==> src/rtl/ucore_axi_pkg.sv <==
// ----------------------------------------------------------------------------
// ucore_axi_pkg
//   Shared AXI4 encodings and the read-arbiter state type used by the
//   ucore memory-side blocks.
// ----------------------------------------------------------------------------
package ucore_axi_pkg;

    localparam logic [1:0] BURST_INCR    = 2'b01;
    localparam logic [2:0] SIZE_4B       = 3'b010;
    localparam logic [3:0] CACHE_BUF_MOD = 4'b0011;  // bufferable, modifiable
    localparam logic [7:0] LEN_SINGLE    = 8'd0;
    localparam logic [2:0] PROT_INSN     = 3'b100;   // unprivileged, secure, instruction
    localparam logic [2:0] PROT_DATA     = 3'b000;
    localparam logic [1:0] RESP_OKAY     = 2'b00;
    localparam logic [1:0] RESP_SLVERR   = 2'b10;    // bit 1 is also set for DECERR

    typedef enum logic [1:0] {
        IDLE,
        ADDR,
        DATA
    } arb_state_e;

endpackage

==> src/rtl/ucore_rr_pick.sv <==
// ----------------------------------------------------------------------------
// ucore_rr_pick
//   Combinational round-robin picker. Searches req starting at ptr and
//   wrapping modulo N; the first set bit wins.
// Ports
//   req  in   N    request vector
//   ptr  in   IW   highest-priority index this round
//   gnt  out  N    one-hot grant (zero when no request)
//   idx  out  IW   index of the granted requester
//   any  out  1    at least one request present
// ----------------------------------------------------------------------------
module ucore_rr_pick #(
    parameter int N  = 2,
    parameter int IW = (N > 1) ? $clog2(N) : 1
) (
    input  logic [N-1:0]  req,
    input  logic [IW-1:0] ptr,
    output logic [N-1:0]  gnt,
    output logic [IW-1:0] idx,
    output logic          any
);

    logic          found;
    logic [IW-1:0] cand;

    always_comb begin
        gnt   = '0;
        idx   = '0;
        found = 1'b0;
        cand  = '0;
        for (int k = 0; k < N; k++) begin
            cand = IW'((int'(ptr) + k) % N);
            if (!found && req[cand]) begin
                gnt[cand] = 1'b1;
                idx       = cand;
                found     = 1'b1;
            end
        end
    end

    assign any = |req;

endmodule

==> src/rtl/ucore_axi_rd_arb.sv <==
// ----------------------------------------------------------------------------
// ucore_axi_rd_arb
//   Shares the core's single AXI4 read master between NREQ requesters
//   (0 = instruction fetch, others = data loads). Round-robin, one
//   outstanding single-beat 32-bit read at a time.
// Ports
//   clk, aresetn             clock, async active-low reset
//   req_valid/req_addr       per-requester request, held until req_ready
//   req_ready                one-cycle one-hot acceptance pulse
//   rsp_valid/rsp_data/err   one-cycle one-hot response to the owner
//   m_axi_ar*                AXI4 AR channel (single beat, INCR, 4 bytes)
//   m_axi_r*, m_axi_rready   AXI4 R channel
// ----------------------------------------------------------------------------
module ucore_axi_rd_arb #(
    parameter int NREQ   = 2,
    parameter int ADDR_W = 28,
    parameter int DATA_W = 32,
    parameter int ID_W   = 4
) (
    input  logic                     clk,
    input  logic                     aresetn,
    input  logic [NREQ-1:0]          req_valid,
    input  logic [NREQ*ADDR_W-1:0]   req_addr,
    output logic [NREQ-1:0]          req_ready,
    output logic [NREQ-1:0]          rsp_valid,
    output logic [DATA_W-1:0]        rsp_data,
    output logic                     rsp_err,
    output logic [ADDR_W-1:0]        m_axi_araddr,
    output logic [1:0]               m_axi_arburst,
    output logic [3:0]               m_axi_arcache,
    output logic [ID_W-1:0]          m_axi_arid,
    output logic [7:0]               m_axi_arlen,
    output logic                     m_axi_arlock,
    output logic [2:0]               m_axi_arprot,
    output logic [3:0]               m_axi_arqos,
    output logic [2:0]               m_axi_arsize,
    output logic                     m_axi_arvalid,
    input  logic                     m_axi_arready,
    input  logic [DATA_W-1:0]        m_axi_rdata,
    input  logic [ID_W-1:0]          m_axi_rid,
    input  logic                     m_axi_rlast,
    input  logic [1:0]               m_axi_rresp,
    input  logic                     m_axi_rvalid,
    output logic                     m_axi_rready
);
    import ucore_axi_pkg::*;

    localparam int IW = (NREQ > 1) ? $clog2(NREQ) : 1;

    arb_state_e    state, state_nxt;
    logic [IW-1:0] rr_ptr;
    logic [IW-1:0] owner;
    logic [NREQ-1:0] pick_gnt;
    logic [IW-1:0] pick_idx;
    logic          pick_any;
    logic          ar_hs, r_hs;

    assign ar_hs = m_axi_arvalid & m_axi_arready;
    assign r_hs  = m_axi_rvalid & m_axi_rready;

    assign m_axi_arburst = BURST_INCR;
    assign m_axi_arcache = CACHE_BUF_MOD;
    assign m_axi_arlen   = LEN_SINGLE;
    assign m_axi_arlock  = 1'b0;
    assign m_axi_arqos   = 4'd0;
    assign m_axi_arsize  = SIZE_4B;

    ucore_rr_pick #(.N(NREQ), .IW(IW)) u_pick (
        .req (req_valid),
        .ptr (rr_ptr),
        .gnt (pick_gnt),
        .idx (pick_idx),
        .any (pick_any)
    );

    always_ff @(posedge clk or negedge aresetn) begin
        if (!aresetn) state <= IDLE;
        else          state <= state_nxt;
    end

    always_comb begin
        state_nxt = state;
        case (state)
            IDLE:    if (pick_any) state_nxt = ADDR;
            ADDR:    if (ar_hs)    state_nxt = DATA;
            DATA:    if (r_hs)     state_nxt = IDLE;
            default:               state_nxt = IDLE;
        endcase
    end

    always_ff @(posedge clk or negedge aresetn) begin
        if (!aresetn) begin
            rr_ptr        <= '0;
            owner         <= '0;
            req_ready     <= '0;
            rsp_valid     <= '0;
            rsp_data      <= '0;
            rsp_err       <= 1'b0;
            m_axi_araddr  <= '0;
            m_axi_arid    <= '0;
            m_axi_arprot  <= '0;
            m_axi_arvalid <= 1'b0;
            m_axi_rready  <= 1'b0;
        end else begin
            req_ready <= '0;
            rsp_valid <= '0;
            case (state)
                IDLE: if (pick_any) begin
                    req_ready     <= pick_gnt;
                    owner         <= pick_idx;
                    // Word-align: only single 4-byte beats are issued.
                    m_axi_araddr  <= {req_addr[int'(pick_idx)*ADDR_W + 2 +: ADDR_W-2], 2'b00};
                    m_axi_arid    <= ID_W'(pick_idx);
                    m_axi_arprot  <= (pick_idx == '0) ? PROT_INSN : PROT_DATA;
                    m_axi_arvalid <= 1'b1;
                end
                ADDR: if (ar_hs) begin
                    m_axi_arvalid <= 1'b0;
                    m_axi_rready  <= 1'b1;
                end
                DATA: if (r_hs) begin
                    m_axi_rready <= 1'b0;
                    rsp_valid    <= NREQ'(1) << owner;
                    rsp_data     <= m_axi_rdata;
                    // Slave error, a beat tagged for someone else, or a
                    // multi-beat reply to a single-beat request are all
                    // reported as an error to the owner.
                    rsp_err      <= (|(m_axi_rresp & RESP_SLVERR)) |
                                    (m_axi_rid != ID_W'(owner)) | ~m_axi_rlast;
                    rr_ptr       <= (owner == IW'(NREQ - 1)) ? '0 : owner + 1'b1;
                end
                default: ;
            endcase
        end
    end

endmodule

==> config.mk <==
export PLATFORM = sky130hd
export DESIGN_NAME = ucore_axi_rd_arb
export DESIGN_NICKNAME = d
export VERILOG_FILES = /design/src/rtl/ucore_axi_pkg.sv /design/src/rtl/ucore_rr_pick.sv /design/src/rtl/ucore_axi_rd_arb.sv
export SDC_FILE = /design/constraint.sdc
export NUM_CORES = 1
export LEC_CHECK = 0
export CAP_MARGIN = 20
export CORE_MARGIN = 2
export CORE_UTILIZATION = 34
export DETAILED_ROUTE_END_ITERATION = 8
export GPL_TIMING_DRIVEN = 1
export PLACE_DENSITY_LB_ADDON = 0.3
export SYNTH_ARGS = -nofsm -noshare
export SYNTH_HDL_FRONTEND = slang
export SYNTH_SLANG_ARGS = --single-unit
==> constraint.sdc <==
create_clock -name clk -period 1.62 [get_ports clk]
set_input_delay 0.324 -clock clk [delete_from_list [all_inputs] [get_ports clk]]
set_output_delay 0.324 -clock clk [all_outputs]
set_load 0.02 [all_outputs]
== Word level (Yosys, flattened, before mapping) ==
Cells that the tools add are included.

* Logic and storage cells: 75
* Bits of input ports: 101
* Output and inout bits: 96
* Register bits: 72

* Shift operators: 2
* Equal/unequal tests: 6
* Multipliers: 1
* Add/sub/neg operators: 3
* Bitwise gates (word level): 6
* Reductions and logical operators: 13
* Muxes and demuxes: 29
* Order comparisons: 4

{| class="wikitable"
|+ Operator list
! operator !! number
|-
| $shiftx 56x8->26 || 1
|-
| $mux 2 || 9
|-
| $mux 1 || 14
|-
| $reduce_and 3->1 || 3
|-
| $add 6x2->7 const B || 1
|-
| $ne 2x2->1 const B || 3
|-
| $pmux 2 s3 || 1
|-
| $lt 1x2->1 const B || 2
|-
| $mul 1x3->4 const B || 1
|-
| $ne 4x1->1 || 1
|-
| $pmux 1 s2 || 2
|-
| $reduce_and 2->1 || 2
|-
| $reduce_bool 2->1 || 2
|-
| $logic_and 1x1->1 || 3
|-
| $mux 3 || 1
|-
| $add 1x1->1 const B || 2
|-
| $and 1x1->1 || 2
|-
| $demux 1 s1 || 2
|-
| $eq 2x1->1 const B || 1
|-
| $eq 2x2->1 const B || 1
|-
| $ge 1x1->1 const B || 2
|-
| $logic_not 2->1 || 1
|-
| $or 1x1->1 || 2
|-
| $or 2x2->2 || 1
|-
| other kinds (4) || 4
|}

== Logic depth before layout (Yosys ltp) ==
Gate-level depths: netlist of the first run.

* Word-level depth: 9
* Gate-level depth with buffers: 6
* Mapped depth without buffers: 3

== Cells and area by module ==
From an unflattened synthesis of the first run, not the netlist that was laid out.

* Cell total of the unflattened synthesis: 260
* Area total of the unflattened synthesis: 3,226.8 µm²

{| class="wikitable"
|+ Modules (own cells, without submodules)
! module !! instances !! seq. area each (µm²) !! area each (µm²) !! cells an instance
|-
| ucore_axi_rd_arb || 1 || 1,751.7 || 3,194.3 || 255
|-
| ucore_rr_pick || 1 || 0.0 || 32.5 || 5
|}

== Worst setup path before layout of the first run ==
Ideal clock, no wire load.

* Kind: register to register
* Start: reg m_axi_rready
* End: reg rsp_data[10]
* Cell stages (with the launch flop): 5
* Slack: 0.271 ns
* Buffers on the path: 2
* Setup time: 0.125 ns
* Data arrival time: 1.224 ns
* Cells stage by stage: dfrtp_1 > nand4b_1 > buf_4 > buf_6 > mux2_4

* Cells in the longest elaborated chain, start to end: 2

{| class="wikitable"
|+ Ends and longest elaborated chain
! item !! RTL line !! text
|-
| start: declaration || ucore_axi_rd_arb.sv:44 || <nowiki>output logic m_axi_rready</nowiki>
|-
| start signal: assignment || ucore_axi_rd_arb.sv:103 || <nowiki>m_axi_rready <= 1'b0;</nowiki>
|-
| start signal: assignment || ucore_axi_rd_arb.sv:119 || <nowiki>m_axi_rready <= 1'b1;</nowiki>
|-
| start signal: assignment || ucore_axi_rd_arb.sv:122 || <nowiki>m_axi_rready <= 1'b0;</nowiki>
|-
| $and 1x1->1 || ucore_axi_rd_arb.sv:59 || <nowiki>assign r_hs = m_axi_rvalid & m_axi_rready;</nowiki>
|-
| $reduce_and 2->1 (no line) || - ||
|-
| end signal: assignment || ucore_axi_rd_arb.sv:124 || <nowiki>rsp_data <= m_axi_rdata;</nowiki>
|-
| end: declaration || ucore_axi_rd_arb.sv:26 || <nowiki>output logic [DATA_W-1:0] rsp_data,</nowiki>
|}

Every way passes these cells.
A chain may end at the register's enable or synchronous reset.

== Worst setup path in the final report of the first run ==
* Start: in req_valid[0]
* End: reg m_axi_araddr[23]

* Cells in the longest elaborated chain, start to end: 9
* Elaborated cells on any way between the ends: 14
* Classes of those cells: add/sub: 1; mul: 1; shift: 1; mux: 7; reduce/logical: 4

{| class="wikitable"
|+ Ends and longest elaborated chain
! item !! RTL line !! text
|-
| start: declaration || ucore_axi_rd_arb.sv:22 || <nowiki>input logic [NREQ-1:0] req_valid,</nowiki>
|-
| $mux 1 (not written as such) (2 in a row) || ucore_rr_pick.sv:33 || <nowiki>if (!found && req[cand]) begin</nowiki>
|-
| $mux 1 || ucore_rr_pick.sv:33 ||
|-
| $logic_not 1->1 || ucore_rr_pick.sv:33 ||
|-
| $logic_and 1x1->1 || ucore_rr_pick.sv:33 ||
|-
| $mux 1 || ucore_rr_pick.sv:33 ||
|-
| $mul 1x3->4 || ucore_axi_rd_arb.sv:112 || <nowiki>m_axi_araddr <= {req_addr[int'(pick_idx)*ADDR_W + 2 +: ADDR_W-2], 2'b00};</nowiki>
|-
| $add 6x2->7 || ucore_axi_rd_arb.sv:112 ||
|-
| $shiftx 56x8->26 || ucore_axi_rd_arb.sv:112 ||
|-
| end signal: assignment || ucore_axi_rd_arb.sv:112 ||
|-
| end: declaration || ucore_axi_rd_arb.sv:28 || <nowiki>output logic [ADDR_W-1:0] m_axi_araddr,</nowiki>
|}

Several ways; a longest one is shown, not always the timed one. The select of a mux whose other input is x is not followed.

==> impl_metrics.json, run 1 <==
{
  "grt_max_degree": 33,
  "cts_setup_buffers": 0,
  "path_clk_slew_ps": 80,
  "power_leakage_uw": 0.002458,
  "dp_slack_ps": -304.3,
  "clkSinkCount": 70,
  "hold_viol_final": 0,
  "async_reset_ff_frac": 1.000,
  "clock_path_buffers": 2,
  "synth_cell_type_count": 26,
  "regArea_um2": 1752,
  "multiInputGateArea_um2": 1414,
  "routedWlPerCell_um": 15.78,
  "grt_pass1_vias": 2875,
  "powerDensity_nw_per_um2": 1709,
  "grt.overflow.total": 0,
  "status": "completed",
  "drv_slew": 0,
  "ios": 197,
  "htreeDepth": 3,
  "ys_seq_area_frac": 0.5084,
  "hold_class": "in2async",
  "synth-seq-cells": 70,
  "required_ps": 1820,
  "syn_area_per_cell_um2": 11.60,
  "crit_path_max_fanout": 13,
  "root_buffer": "clkbuf_8",
  "drv_cap": 0,
  "r2r-start": "state[1]",
  "drtIter0Drc": 112,
  "row_count": 36,
  "path_class": "in2reg",
  "avgViaCountPerCell": 4.696,
  "final_util": 0.5389,
  "max_freq_ghz": 0.6899,
  "fp.dieH_um": 104.7,
  "ant_nets": 0,
  "die_w_um": 104.7,
  "setup_violations": 0,
  "synth_top_area_share": 0.5084,
  "grt_usage": 0.1722,
  "first_pass_iters": 4,
  "drc": 0,
  "syn_inst": 297,
  "cts_tree": "built",
  "synth_commonest_cells": "70 x dfrtp_1, 31 x buf_4, 30 x o21ai_0",
  "rsz0062_at_grt": "no",
  "ys_warn_count": 0,
  "synth.most_common_cell": "dfrtp_1",
  "wl_um": 9544,
  "grt_pass1_wl_um": 14900,
  "io_buffer_count": 162,
  "netlist_area_um2": 3446,
  "nFillCells": 922,
  "startpoint": "req_valid[0]",
  "end_kind": "register",
  "dr_total_vias": 2841,
  "fin_crit_sh": 0.8948,
  "critPathLaunchType": "primary input",
  "initial_core_util": 0.3509,
  "hpwl_um": 6993,
  "synth_edf_count": 0,
  "drive_gt1_frac": 0.1716,
  "synth_top_cell_by_area": "dfrtp_1",
  "antenna_cells": 0,
  "tns_ps": 0,
  "ir_drop_mv": 0.6058,
  "dieArea_um2": 10960,
  "core-area_um2": 9819,
  "layout_min_cycle_time_ps": 1450,
  "area_growth_pct": 53.56,
  "antenna_found_initial": 0,
  "final_nets": 569,
  "insertion_delay_ps": 340,
  "gp_congestion": 0.7353,
  "worstPathArrival_ps": 1650,
  "skew_ps": 9.107,
  "synth_area_leaders": "dfrtp_1 51%, mux2_4 8.7%, a31oi_2 7.3%",
  "fin_ws_ps": 170.4,
  "ys.flop_type": "dfrtp_1",
  "numCtsBuffers": 9
}
==> layout by cell type, fill, tap and decap left out, types with 2 or more instances in the layout <==
master / count
clkdlybuf4s50_1: 94
dfrtp_1: 70
dlygate4sd2_1: 61
o21ai_0: 30
conb_1: 29
a21oi_1: 28
nand3_1: 27
mux2_4: 20
a31oi_2: 20
buf_4: 20
mux2_1: 12
clkbuf_8: 11
a31oi_1: 8
nand2_1: 7
dlymetal6s2s_1: 6
inv_1: 4
a21o_1: 3
clkinv_2: 3
buf_12: 3
nor2_1: 2
and3_1: 2
and2_4: 2
==> cells by family (layout without fill, tap and decap cells) <==
logic type,count (synthesis),after routing,synth area share
simple gates,46,47,0.06863
buf+inv,57,204,0.1140
compound gates,89,89,0.1779
other cells,2,29,0.002179
xor+xnor,1,1,0.002542
mux,32,32,0.1264
flops,70,70,0.5084
==> flip-flops by register name, summed over array words and instances (netlist names) <==
| name | cells |
|---|---|
| rsp_data | 32 |
| m_axi_araddr | 26 |
| req_ready | 2 |
| rsp_valid | 2 |
| state | 2 |
| m_axi_arid | 1 |
| m_axi_arprot | 1 |
| m_axi_arvalid | 1 |
| m_axi_rready | 1 |
| rr_ptr | 1 |
| rsp_err | 1 |
==> layer usage <==
metal	wire, um	GRT usage
met1	4167	0.2194
met2	4600	0.2834
met3	651	0.05178
met4	126	0.05048
met5	0	0
==> repair_timing <==
item | 4_1_cts | 5_1_grt
hold buffers | 1 | 0
pin swaps | 0 | 1
gates resized for setup | 61 | 7
endpoints found under the setup margin | 61 | 10
endpoints found under the hold margin | 29 | 0
cloned | 0 | 1
==> where the power goes <==
part | internal (uW) | switching, uW | total (uW)
registers | 2600 | 451 | 3050
clock network | 623 | 640 | 1260
logic | 2150 | 2580 | 4730
total | 5370 | 3680 | 9040
==> metrics by stage <==
step / cells / power, uW / hold WS (ps) / area [um2]
final: 605 / 9045 / 475.2 / 5291
after global routing: 605 / 9593 / 500.0 / 5291
after CTS: 604 / 9105 / 485.4 / 5268
after detailed placement: 588 / 8374 / 303.4 / 5160
after global placement: 588 / 8243 / 294.5 / 5160
after floorplan: 324 / 6058 / 28.41 / 3547
==> critical path, cell delays in order <==
cell,delay [ps]
clkdlybuf4s50_1,520
or2_1,310
and2_4,360
a31oi_2,130
==> area by class of cell <==
type / instances / area share
Clock inverter: 4 / 0.004256
Sequential cell: 70 / 0.3310
Inverter: 4 / 0.002838
Clock buffer: 11 / 0.02861
Tap cell: 133 / 0.03145
Multi-Input combinational cell: 198 / 0.2672
Timing Repair Buffer: 185 / 0.3346
==> path summary, 6_finish.rpt <==
check	cells after the start	slack, ps	to
max reg2reg	3	200	rsp_data[1]
min	2	480	m_axi_araddr[22]
max in group asynchronous	3	640	rsp_data[31]
min in group clk	1	480	m_axi_arprot[2]
max	4	170	m_axi_araddr[23]
min reg2reg	1	480	m_axi_arprot[2]
(Power assumes the default switching activity.)
==> run 2, diff against run 1 <==
--- a/config.mk
+++ b/config.mk
@@ -8,6 +8,7 @@
 export CAP_MARGIN = 20
 export CORE_MARGIN = 2
 export CORE_UTILIZATION = 34
+export CTS_BUF_LIST = sky130_fd_sc_hd__clkbuf_8
 export DETAILED_ROUTE_END_ITERATION = 8
 export GPL_TIMING_DRIVEN = 1
 export PLACE_DENSITY_LB_ADDON = 0.3
==> results of run 2 <==
No change in the layout: final DEF, timing and power equal those of run 1.
